==> src/rtl/ram_port_arbiter_if.sv <==
// Signal bundle tying two HLS kernels and a shared 1R/1W RAM to the arbiter.
// master = kernels + RAM side, slave = arbiter side.
interface ram_port_arbiter_if #(
    parameter int ADDR_WIDTH = 5,
    parameter int DATA_WIDTH = 32
);
    logic                  req_0;
    logic                  req_1;
    logic                  req_we_0;
    logic                  req_we_1;
    logic [ADDR_WIDTH-1:0] req_addr_0;
    logic [ADDR_WIDTH-1:0] req_addr_1;
    logic [DATA_WIDTH-1:0] req_wdata_0;
    logic [DATA_WIDTH-1:0] req_wdata_1;
    logic                  gnt_0;
    logic                  gnt_1;
    logic                  rvalid_0;
    logic                  rvalid_1;
    logic [DATA_WIDTH-1:0] rdata_0;
    logic [DATA_WIDTH-1:0] rdata_1;
    logic [ADDR_WIDTH-1:0] raddr;
    logic [DATA_WIDTH-1:0] rdata;
    logic                  wen;
    logic [ADDR_WIDTH-1:0] waddr;
    logic [DATA_WIDTH-1:0] wdata;

    modport master (
        output req_0, req_1, req_we_0, req_we_1, req_addr_0, req_addr_1,
               req_wdata_0, req_wdata_1, rdata,
        input  gnt_0, gnt_1, rvalid_0, rvalid_1, rdata_0, rdata_1,
               raddr, wen, waddr, wdata
    );

    modport slave (
        input  req_0, req_1, req_we_0, req_we_1, req_addr_0, req_addr_1,
               req_wdata_0, req_wdata_1, rdata,
        output gnt_0, gnt_1, rvalid_0, rvalid_1, rdata_0, rdata_1,
               raddr, wen, waddr, wdata
    );
endinterface

==> src/rtl/ram_port_arbiter.sv <==
// Two-requester arbiter for a 1R/1W RAM: independent round-robin per port,
// same-address write-over-read priority, and stall-safe read return capture.
module ram_port_arbiter #(
    parameter int ADDR_WIDTH = 5,
    parameter int DATA_WIDTH = 32
) (
    input  logic              clk,
    input  logic              rst,
    input  logic              global_stall,
    ram_port_arbiter_if.slave bus
);
    logic [1:0]            w_req;
    logic [1:0]            w_we;
    logic [1:0]            w_rd_cand;
    logic [1:0]            w_wr_cand;
    logic [1:0]            w_gnt;
    logic [ADDR_WIDTH-1:0] w_addr  [2];
    logic [DATA_WIDTH-1:0] w_wdata [2];
    logic                  w_active;
    logic                  w_rd_win;
    logic                  w_wr_win;
    logic                  w_rd_any;
    logic                  w_wr_gnt;
    logic                  w_rd_gnt;
    logic                  w_hazard;

    logic                  r_rd_prio;
    logic                  r_wr_prio;
    logic                  r_rd_pending;
    logic                  r_rd_owner;
    logic [ADDR_WIDTH-1:0] r_raddr;
    logic [1:0]            r_rvalid;
    logic [DATA_WIDTH-1:0] r_rdata [2];

    assign w_req      = {bus.req_1, bus.req_0};
    assign w_we       = {bus.req_we_1, bus.req_we_0};
    assign w_addr[0]  = bus.req_addr_0;
    assign w_addr[1]  = bus.req_addr_1;
    assign w_wdata[0] = bus.req_wdata_0;
    assign w_wdata[1] = bus.req_wdata_1;

    assign w_active  = !rst && !global_stall;
    // A requester still holding an undelivered, stalled result may not read again.
    assign w_rd_cand = w_req & ~w_we & ~(r_rvalid & {2{global_stall}});
    assign w_wr_cand = w_req & w_we;

    function automatic logic rr_pick(input logic [1:0] cand, input logic prio);
        return (cand == 2'b11) ? prio : cand[1];
    endfunction

    always_comb begin
        // NOTE: w_gnt gets a default before the conditional sets, so no latch is inferred.
        w_gnt    = '0;
        w_rd_win = rr_pick(w_rd_cand, r_rd_prio);
        w_wr_win = rr_pick(w_wr_cand, r_wr_prio);
        w_wr_gnt = w_active && (w_wr_cand != 2'b00);
        w_rd_any = w_active && (w_rd_cand != 2'b00);
        w_hazard = w_wr_gnt && w_rd_any && (w_addr[w_rd_win] == w_addr[w_wr_win]);
        w_rd_gnt = w_rd_any && !w_hazard;
        if (w_rd_gnt) w_gnt[w_rd_win] = 1'b1;
        if (w_wr_gnt) w_gnt[w_wr_win] = 1'b1;
    end

    assign bus.gnt_0    = w_gnt[0];
    assign bus.gnt_1    = w_gnt[1];
    assign bus.wen      = w_wr_gnt;
    assign bus.waddr    = w_wr_gnt ? w_addr[w_wr_win]  : '0;
    assign bus.wdata    = w_wr_gnt ? w_wdata[w_wr_win] : '0;
    assign bus.raddr    = w_rd_gnt ? w_addr[w_rd_win]  : r_raddr;
    assign bus.rvalid_0 = r_rvalid[0];
    assign bus.rvalid_1 = r_rvalid[1];
    assign bus.rdata_0  = r_rdata[0];
    assign bus.rdata_1  = r_rdata[1];

    always_ff @(posedge clk or posedge rst) begin
        if (rst) begin
            // NOTE: the return registers are plain flops and are reset; the RAM array itself is not.
            r_rd_prio    <= 1'b0;
            r_wr_prio    <= 1'b0;
            r_rd_pending <= 1'b0;
            r_rd_owner   <= 1'b0;
            r_raddr      <= '0;
            r_rvalid     <= '0;
            r_rdata[0]   <= '0;
            r_rdata[1]   <= '0;
        end else begin
            // NOTE: non-blocking updates so every register samples pre-edge values.
            r_rd_pending <= w_rd_gnt;
            if (w_rd_gnt) begin
                r_rd_prio  <= !w_rd_win;
                r_rd_owner <= w_rd_win;
                r_raddr    <= w_addr[w_rd_win];
            end
            if (w_wr_gnt) r_wr_prio <= !w_wr_win;
            // Capture proceeds even while stalled; delivery only retires on a free cycle.
            for (int i = 0; i < 2; i++) begin
                if (r_rd_pending && (int'(r_rd_owner) == i)) begin
                    r_rvalid[i] <= 1'b1;
                    r_rdata[i]  <= bus.rdata;
                end else if (!global_stall) begin
                    r_rvalid[i] <= 1'b0;
                end
            end
        end
    end
endmodule

==> src/flat_wrapper.sv <==
// flat-port wrapper written by rule: the top's interface ports become plain ports
module ram_port_arbiter_flat 
#(
    parameter int ADDR_WIDTH = 5,
    parameter int DATA_WIDTH = 32
)
  (clk, rst, global_stall, bus_req_0, bus_req_1, bus_req_we_0, bus_req_we_1, bus_req_addr_0, bus_req_addr_1, bus_req_wdata_0, bus_req_wdata_1, bus_rdata, bus_gnt_0, bus_gnt_1, bus_rvalid_0, bus_rvalid_1, bus_rdata_0, bus_rdata_1, bus_raddr, bus_wen, bus_waddr, bus_wdata);
  ram_port_arbiter_if #(.ADDR_WIDTH(ADDR_WIDTH), .DATA_WIDTH(DATA_WIDTH)) bus_i ();
  input  logic clk;
  input  logic rst;
  input  logic global_stall;
  input wire logic [$bits(bus_i.req_0)-1:0] bus_req_0;
  input wire logic [$bits(bus_i.req_1)-1:0] bus_req_1;
  input wire logic [$bits(bus_i.req_we_0)-1:0] bus_req_we_0;
  input wire logic [$bits(bus_i.req_we_1)-1:0] bus_req_we_1;
  input wire logic [$bits(bus_i.req_addr_0)-1:0] bus_req_addr_0;
  input wire logic [$bits(bus_i.req_addr_1)-1:0] bus_req_addr_1;
  input wire logic [$bits(bus_i.req_wdata_0)-1:0] bus_req_wdata_0;
  input wire logic [$bits(bus_i.req_wdata_1)-1:0] bus_req_wdata_1;
  input wire logic [$bits(bus_i.rdata)-1:0] bus_rdata;
  output wire logic [$bits(bus_i.gnt_0)-1:0] bus_gnt_0;
  output wire logic [$bits(bus_i.gnt_1)-1:0] bus_gnt_1;
  output wire logic [$bits(bus_i.rvalid_0)-1:0] bus_rvalid_0;
  output wire logic [$bits(bus_i.rvalid_1)-1:0] bus_rvalid_1;
  output wire logic [$bits(bus_i.rdata_0)-1:0] bus_rdata_0;
  output wire logic [$bits(bus_i.rdata_1)-1:0] bus_rdata_1;
  output wire logic [$bits(bus_i.raddr)-1:0] bus_raddr;
  output wire logic [$bits(bus_i.wen)-1:0] bus_wen;
  output wire logic [$bits(bus_i.waddr)-1:0] bus_waddr;
  output wire logic [$bits(bus_i.wdata)-1:0] bus_wdata;
  assign bus_i.req_0 = bus_req_0;
  assign bus_i.req_1 = bus_req_1;
  assign bus_i.req_we_0 = bus_req_we_0;
  assign bus_i.req_we_1 = bus_req_we_1;
  assign bus_i.req_addr_0 = bus_req_addr_0;
  assign bus_i.req_addr_1 = bus_req_addr_1;
  assign bus_i.req_wdata_0 = bus_req_wdata_0;
  assign bus_i.req_wdata_1 = bus_req_wdata_1;
  assign bus_i.rdata = bus_rdata;
  assign bus_gnt_0 = bus_i.gnt_0;
  assign bus_gnt_1 = bus_i.gnt_1;
  assign bus_rvalid_0 = bus_i.rvalid_0;
  assign bus_rvalid_1 = bus_i.rvalid_1;
  assign bus_rdata_0 = bus_i.rdata_0;
  assign bus_rdata_1 = bus_i.rdata_1;
  assign bus_raddr = bus_i.raddr;
  assign bus_wen = bus_i.wen;
  assign bus_waddr = bus_i.waddr;
  assign bus_wdata = bus_i.wdata;
  ram_port_arbiter #(.ADDR_WIDTH(ADDR_WIDTH), .DATA_WIDTH(DATA_WIDTH)) u_core (.clk(clk), .rst(rst), .global_stall(global_stall), .bus(bus_i));
endmodule
==> config.mk <==
export PLATFORM = sky130hd
export DESIGN_NAME = ram_port_arbiter_flat
export DESIGN_NICKNAME = d
export VERILOG_FILES = /design/src/rtl/ram_port_arbiter_if.sv /design/src/rtl/ram_port_arbiter.sv /design/src/flat_wrapper.sv
export SDC_FILE = /design/constraint.sdc
export NUM_CORES = 1
export LEC_CHECK = 0
export ABC_AREA = 1
export ABC_CLOCK_PERIOD_IN_PS = 5560
export BUFFER_PORTS_ARGS = -buffer_cell sky130_fd_sc_hd__buf_4
export CAP_MARGIN = 20
export CORE_MARGIN = 4
export CORE_UTILIZATION = 40
export CTS_BUF_LIST = sky130_fd_sc_hd__clkbuf_8
export DETAILED_ROUTE_END_ITERATION = 8
export GPL_TIMING_DRIVEN = 0
export PLACE_DENSITY = 0.76
export SLEW_MARGIN = 20
export SYNTH_ARGS = -nofsm -noshare
export SYNTH_HDL_FRONTEND = slang
export SYNTH_SLANG_ARGS = --single-unit
==> constraint.sdc <==
create_clock -name clk -period 5.56 [get_ports clk]
set_input_delay 1.668 -clock clk [delete_from_list [all_inputs] [get_ports clk]]
set_output_delay 1.668 -clock clk [all_outputs]
set_load 0.03 [all_outputs]
==> flow_summary.ini, run 1 <==
[cts]
numCtsBuffers = 9
cts_setup_buffers = 0
cts_root_buf = clkbuf_8
postCtsHoldBufs = 0
clk_path_buf_depth = 2
htreeDepth = 3
clkSlewWorstSetupHoldPaths_ps = 80
cts_tree = built
worstSkewPairLatency_ps = 350
ctsResizeCount = 0
cts_sinks = 75

[timing]
finClkSkew_ps = 10.73
finalSetupTns_ps = 0
layout_setup_ws_ps = 561.3
max_slew_margin = 0.5402
fmax_mhz = 200.1
hold_viol = 0
rsz0062_at_grt = no
slew_violations = 0
worstMarginPinSlew_ps = 689.7
finalSetupViolations = 0
finalCritPeriodShare = 0.8990
period_minus_slack_ps = 4999

[drt]
ant_nets = 0
dr_total_vias = 4197
drt_pass1_iterations = 5
wirelength_um = 12590
wl_per_cell_um = 14.78
drc = 0
drt_iter0_drc = 185
routed_via_density = 4.926

[layout]
syn_to_final_growth_pct = 54.28
final_cells = 852
diodes = 0
design_area_um2 = 5818
final_cell_mix = buf_4, nand2_1, dfrtp_1
final_common_cell = buf_4
fin_nets = 849
drive_above_1_share = 0.3509

[synth]
async_flop_share = 1.000
synth_edf_count = 0
syn-instance-count = 501
synthFlopType = dfrtp_1
postSynthAreaPerCell_um2 = 7.527
netlist.top_cell.by_area = dfrtp_1
ys_seq_area_frac = 0.4977
synth_cell_types = 21
syn_area_um2 = 3771
synth-seq-cells = 75
synth_area_leaders = dfrtp_1, nand2_1, o21ai_0
synthDominantCellAreaShare = 0.4977
postSynthNetCount = 614
yosysWarnings = 0

[die]
die_area_um2 = 11050
rows = 35
fp.dieW_um = 105.1
coreArea_um2 = 9196
start_util = 0.4101
io_pins = 224
die_h_um = 105.1

[status]
status = finished, final reports clean

[placement]
placed_cell_area_um2 = 5614
gp_congestion = 0.8702
dp_hpwl_um = 10170
io_buffers = 223
dp.cells = 836
dp_slack_ps = 564.1

[critical_path]
max_stage_delay_ps = 350
worstPathArrival_ps = 3330
critPathLaunch = bus_req_we_1
path_cells = buf_4 -> nand2_1 -> inv_2 -> clkbuf_1 -> nand3_1 -> nand2_1 -> nand3_1 -> nand2_1 -> nor2_2 -> nand3_4 -> nand2_4 -> nand2_1 -> nand2_1 -> buf_4
crit_required_ps = 3890
r2r_start = u_core.r_rvalid[1]
critPathLaunchType = primary input
cp_common_cell = nand2_1
slowest_stage = clkbuf_1
worstSetupPathType = in2out
path_max_fanout = 10
end_kind = primary output
reg2regPathDepth = 9

[global_routing]
grt.total_usage = 0.2239
grt_pass1_vias = 4156
grt_pass1_wl_um = 19960
grt_max_degree = 50
grt_remaining_overflow = 0
antenna_found_initial = 0

[min_path]
worstHoldStart = u_core.r_raddr[1]
whs_path_depth = 2
hold_class = reg2reg

[pwr]
p_leak_nw = 3.235
ir_drop_mv = 0.1709
powerDensity_nw_per_um2 = 408.3

[run]
drv_cap = 0
-- layout make-up --
| cell class | count | area [µm²] |
|---|---|---|
| timing repair buffer | 224 | 1702 |
| fill | 819 | 3378 |
| multi-input combinational | 341 | 1562 |
| clock buffer | 9 | 123.9 |
| clock inverter | 7 | 80.08 |
| buffer | 31 | 130.1 |
| tap | 111 | 138.9 |
| inverter | 54 | 205.2 |
| sequential | 75 | 1877 |
-- routing by layer --
layer	wire, µm	GRT usage	up-vias
met5	0	0	-
met4	232	0.06842	0
met3	1161	0.07288	18
met2	6330	0.3973	179
met1	4866	0.2552	1925
li1	-	-	2075
-- final timing paths --
check                                         endpoint  slack (ps)
max in group asynchronous       u_core.bus.rdata_1[23]        3720
worst min register to register       u_core.r_raddr[1]         490
worst min-delay path                 u_core.r_raddr[1]         490
worst max-delay path                      bus_raddr[2]         560
worst max register to register       u_core.r_raddr[2]        3680
min in group asynchronous       u_core.bus.rdata_0[29]        1300
-- kinds of logic after synthesis --
family                 after synthesis  share of synthesized area
and+or+nand+nor                    241                     0.2804
AOI/OAI and AO/OA                  100                     0.1337
buffers and inverters               85                    0.08826
DFF                                 75                     0.4977
-- critical path, delay by kind of cell --
kind | cells | cell delay (ps)
AND/OR/NAND/NOR | 10 | 930
buffers and inverters | 4 | 730
-- flip-flops by register name (all words and copies together), names as in the netlist --
register and cells:
u_core.r_wr_prio 1, u_core.r_rvalid 2, u_core.bus.rdata_1 32, u_core.bus.rdata_0 32
u_core.r_rd_prio 1, u_core.r_rd_pending 1, u_core.r_rd_owner 1, u_core.r_raddr 5
-- synth_stat cells (2+ instances only) --
cell type / number
a21oi_1: 34
buf_1: 3
buf_2: 2
clkbuf_1: 24
dfrtp_1: 75
inv_1: 51
inv_2: 3
nand2_1: 159
nand2_2: 2
nand3_1: 64
nand3_4: 2
nor2_1: 6
nor2_2: 3
nor2_4: 2
o21ai_0: 65
-- per-stage QoR --
step / hold WS (ps) / total power, mW / utilization
after global routing: 509.1 / 2.514 / 0.6327
after detailed placement: 467.9 / 1.964 / 0.6105
final: 485.6 / 2.376 / 0.6327
after global placement: 458.4 / 1.931 / 0.6072
after floorplan: 441.9 / 1.475 / -
after CTS: 491.1 / 2.396 / 0.6327
-- power breakdown --
part,internal (mW),leakage [nW],switching [mW],total (mW)
Clock,0.213,0.0973,0.219,0.432
Sequential,0.740,0.893,0.112,0.851
Combinational,0.405,2.24,0.688,1.09
Total,1.36,3.23,1.02,2.38
Note: power is estimated with default switching activity, not from simulation.
==> inputs of run 2 (changes only) <==
--- a/config.mk
+++ b/config.mk
@@ -11,3 +11,3 @@
 export CAP_MARGIN = 20
-export CORE_MARGIN = 4
+export CORE_MARGIN = 10
 export CORE_UTILIZATION = 40
--- a/constraint.sdc
+++ b/constraint.sdc
@@ -3,2 +3,2 @@
 set_output_delay 1.668 -clock clk [all_outputs]
-set_load 0.03 [all_outputs]
+set_load 0.01 [all_outputs]
==> run 2 against run 1 <==
Compared with the run above: worst setup slack improved by 37 ps; clock power decreased by 3%; worst hold slack worse by 12 ps; combinational power decreased by 28%; clock skew is 4.5 ps lower; sequential share of layout area did not move; power fell by 13%; critical path depth shrank 3; register-to-register slack gained 20 ps; sequential cell count stayed put; highest routed layer unchanged.
==> flow_summary.ini, run 2 (synthesis gave the netlist of run 1 again) <==
[status]
status = finished, final reports clean

[die]
start_util = 0.4101
fp.dieW_um = 117.1
rows = 35
die_h_um = 117.1
die_area_um2 = 13710
coreArea_um2 = 9196
io_pins = 224

[cts]
ctsResizeCount = 0
postCtsHoldBufs = 0
cts_root_buf = clkbuf_8
worstSkewPairLatency_ps = 340
numCtsBuffers = 9
cts_tree = built
htreeDepth = 3
clk_path_buf_depth = 2
cts_sinks = 75
cts_setup_buffers = 0
clkSlewWorstSetupHoldPaths_ps = 70

[global_routing]
grt.total_usage = 0.1968
antenna_found_initial = 0
grt_pass1_vias = 4299
grt_remaining_overflow = 0
grt_max_degree = 60
grt_pass1_wl_um = 21510

[placement]
dp_hpwl_um = 11370
gp_congestion = 0.8209
dp.cells = 836
placed_cell_area_um2 = 5614
io_buffers = 223

[critical_path]
critPathLaunchType = primary input
end_kind = primary output
worstPathArrival_ps = 3290
crit_required_ps = 3890
path_max_fanout = 10
worstSetupPathType = in2out

[drt]
wl_per_cell_um = 16.29
wirelength_um = 13880
met3_length_um = 1829
drc = 0
wl_met1_um = 5252
dr_wl_met2_um = 6543
drt_pass1_iterations = 4
dr_total_vias = 4202
drt_iter0_drc = 339
routed_via_density = 4.932
ant_nets = 0
top_layer_used = met4

[layout]
diodes = 0
fin_nets = 849
nFillCells = 808
drive_above_1_share = 0.3495
design_area_um2 = 5818
syn_to_final_growth_pct = 54.28
final_cell_mix = buf_4, nand2_1, dfrtp_1
final_common_cell = buf_4
final_cells = 852

[timing]
finalSetupViolations = 0
finClkSkew_ps = 6.264
fmax_mhz = 201.5
max_slew_margin = 0.5383
hold_viol = 0
slew_violations = 0
rsz0062_at_grt = no
worstMarginPinSlew_ps = 692.5
whs_ps = 473.2
finalCritPeriodShare = 0.8925
period_minus_slack_ps = 4962
finalSetupTns_ps = 0

[min_path]
hold_class = reg2reg

[run]
drv_cap = 0

[pwr]
powerDensity_nw_per_um2 = 353.4
p_leak_nw = 3.248
ir_drop_mv = 0.1463
total_power_mw = 2.056
==> run 2: cell types whose count changed in the layout (fill, tap and decap cells not counted), sizes merged <==
cell | previous run | this run
clkinv | 0 | 3
inv | 58 | 55
clkbuf | 33 | 35
clkinvlp | 2 | 0
==> run 2: area by class of cell <==
class	count	area (µm²)	area share
Inverter	54	205.2	0.03527
Multi-Input combinational cell	341	1562	0.2684
Timing Repair Buffer	224	1702	0.2925
Clock buffer	11	151.4	0.02602
Buffer	31	130.1	0.02237
Tap cell	111	138.9	0.02387
Clock inverter	5	52.55	0.009032
Sequential cell	75	1877	0.3226
==> run 2: through the flow <==
stage / util / worst slack [ps]
finish: 0.6327 / 597.9
global route: 0.6327 / 400.8
CTS: 0.6327 / 574.3
detailed placement: 0.6105 / 581.2
global placement: 0.6072 / 618.8
floorplan: - / 1073
==> run 2: final timing paths <==
kind,cells past startpoint,startpoint,slack (ps),to
hold / removal,2,u_core.r_raddr[3],470,u_core.r_raddr[3]
setup / recovery,11,global_stall,600,bus_raddr[1]
min in group asynchronous,2,rst,1270,u_core.r_rvalid[0]
hold reg to reg,2,u_core.r_raddr[3],470,u_core.r_raddr[3]
max in group asynchronous,3,rst,3740,u_core.bus.rdata_0[0]
setup reg to reg,9,u_core.r_rvalid[1],3700,u_core.r_raddr[1]
==> run 2: power breakdown <==
part           switching [mW]  internal, mW
sequential              0.114         0.740
clock                   0.192         0.230
combinational           0.385         0.395
==> run 2: worst max-delay path, stage by stage <==
cell	delay, ps
buf_4	120
nand2_1	80
inv_1	60
nor2_2	110
buf_4	190
inv_1	50
a21oi_1	540
nand2_4	160
nand2_1	90
nand2_1	80
buf_4	150
==> run 2: layer usage <==
layer,GRT usage,up-vias
li1,-,2077
met1,0.2103,1915
met2,0.3371,191
met3,0.09429,19
met4,0.06013,0
met5,0,-
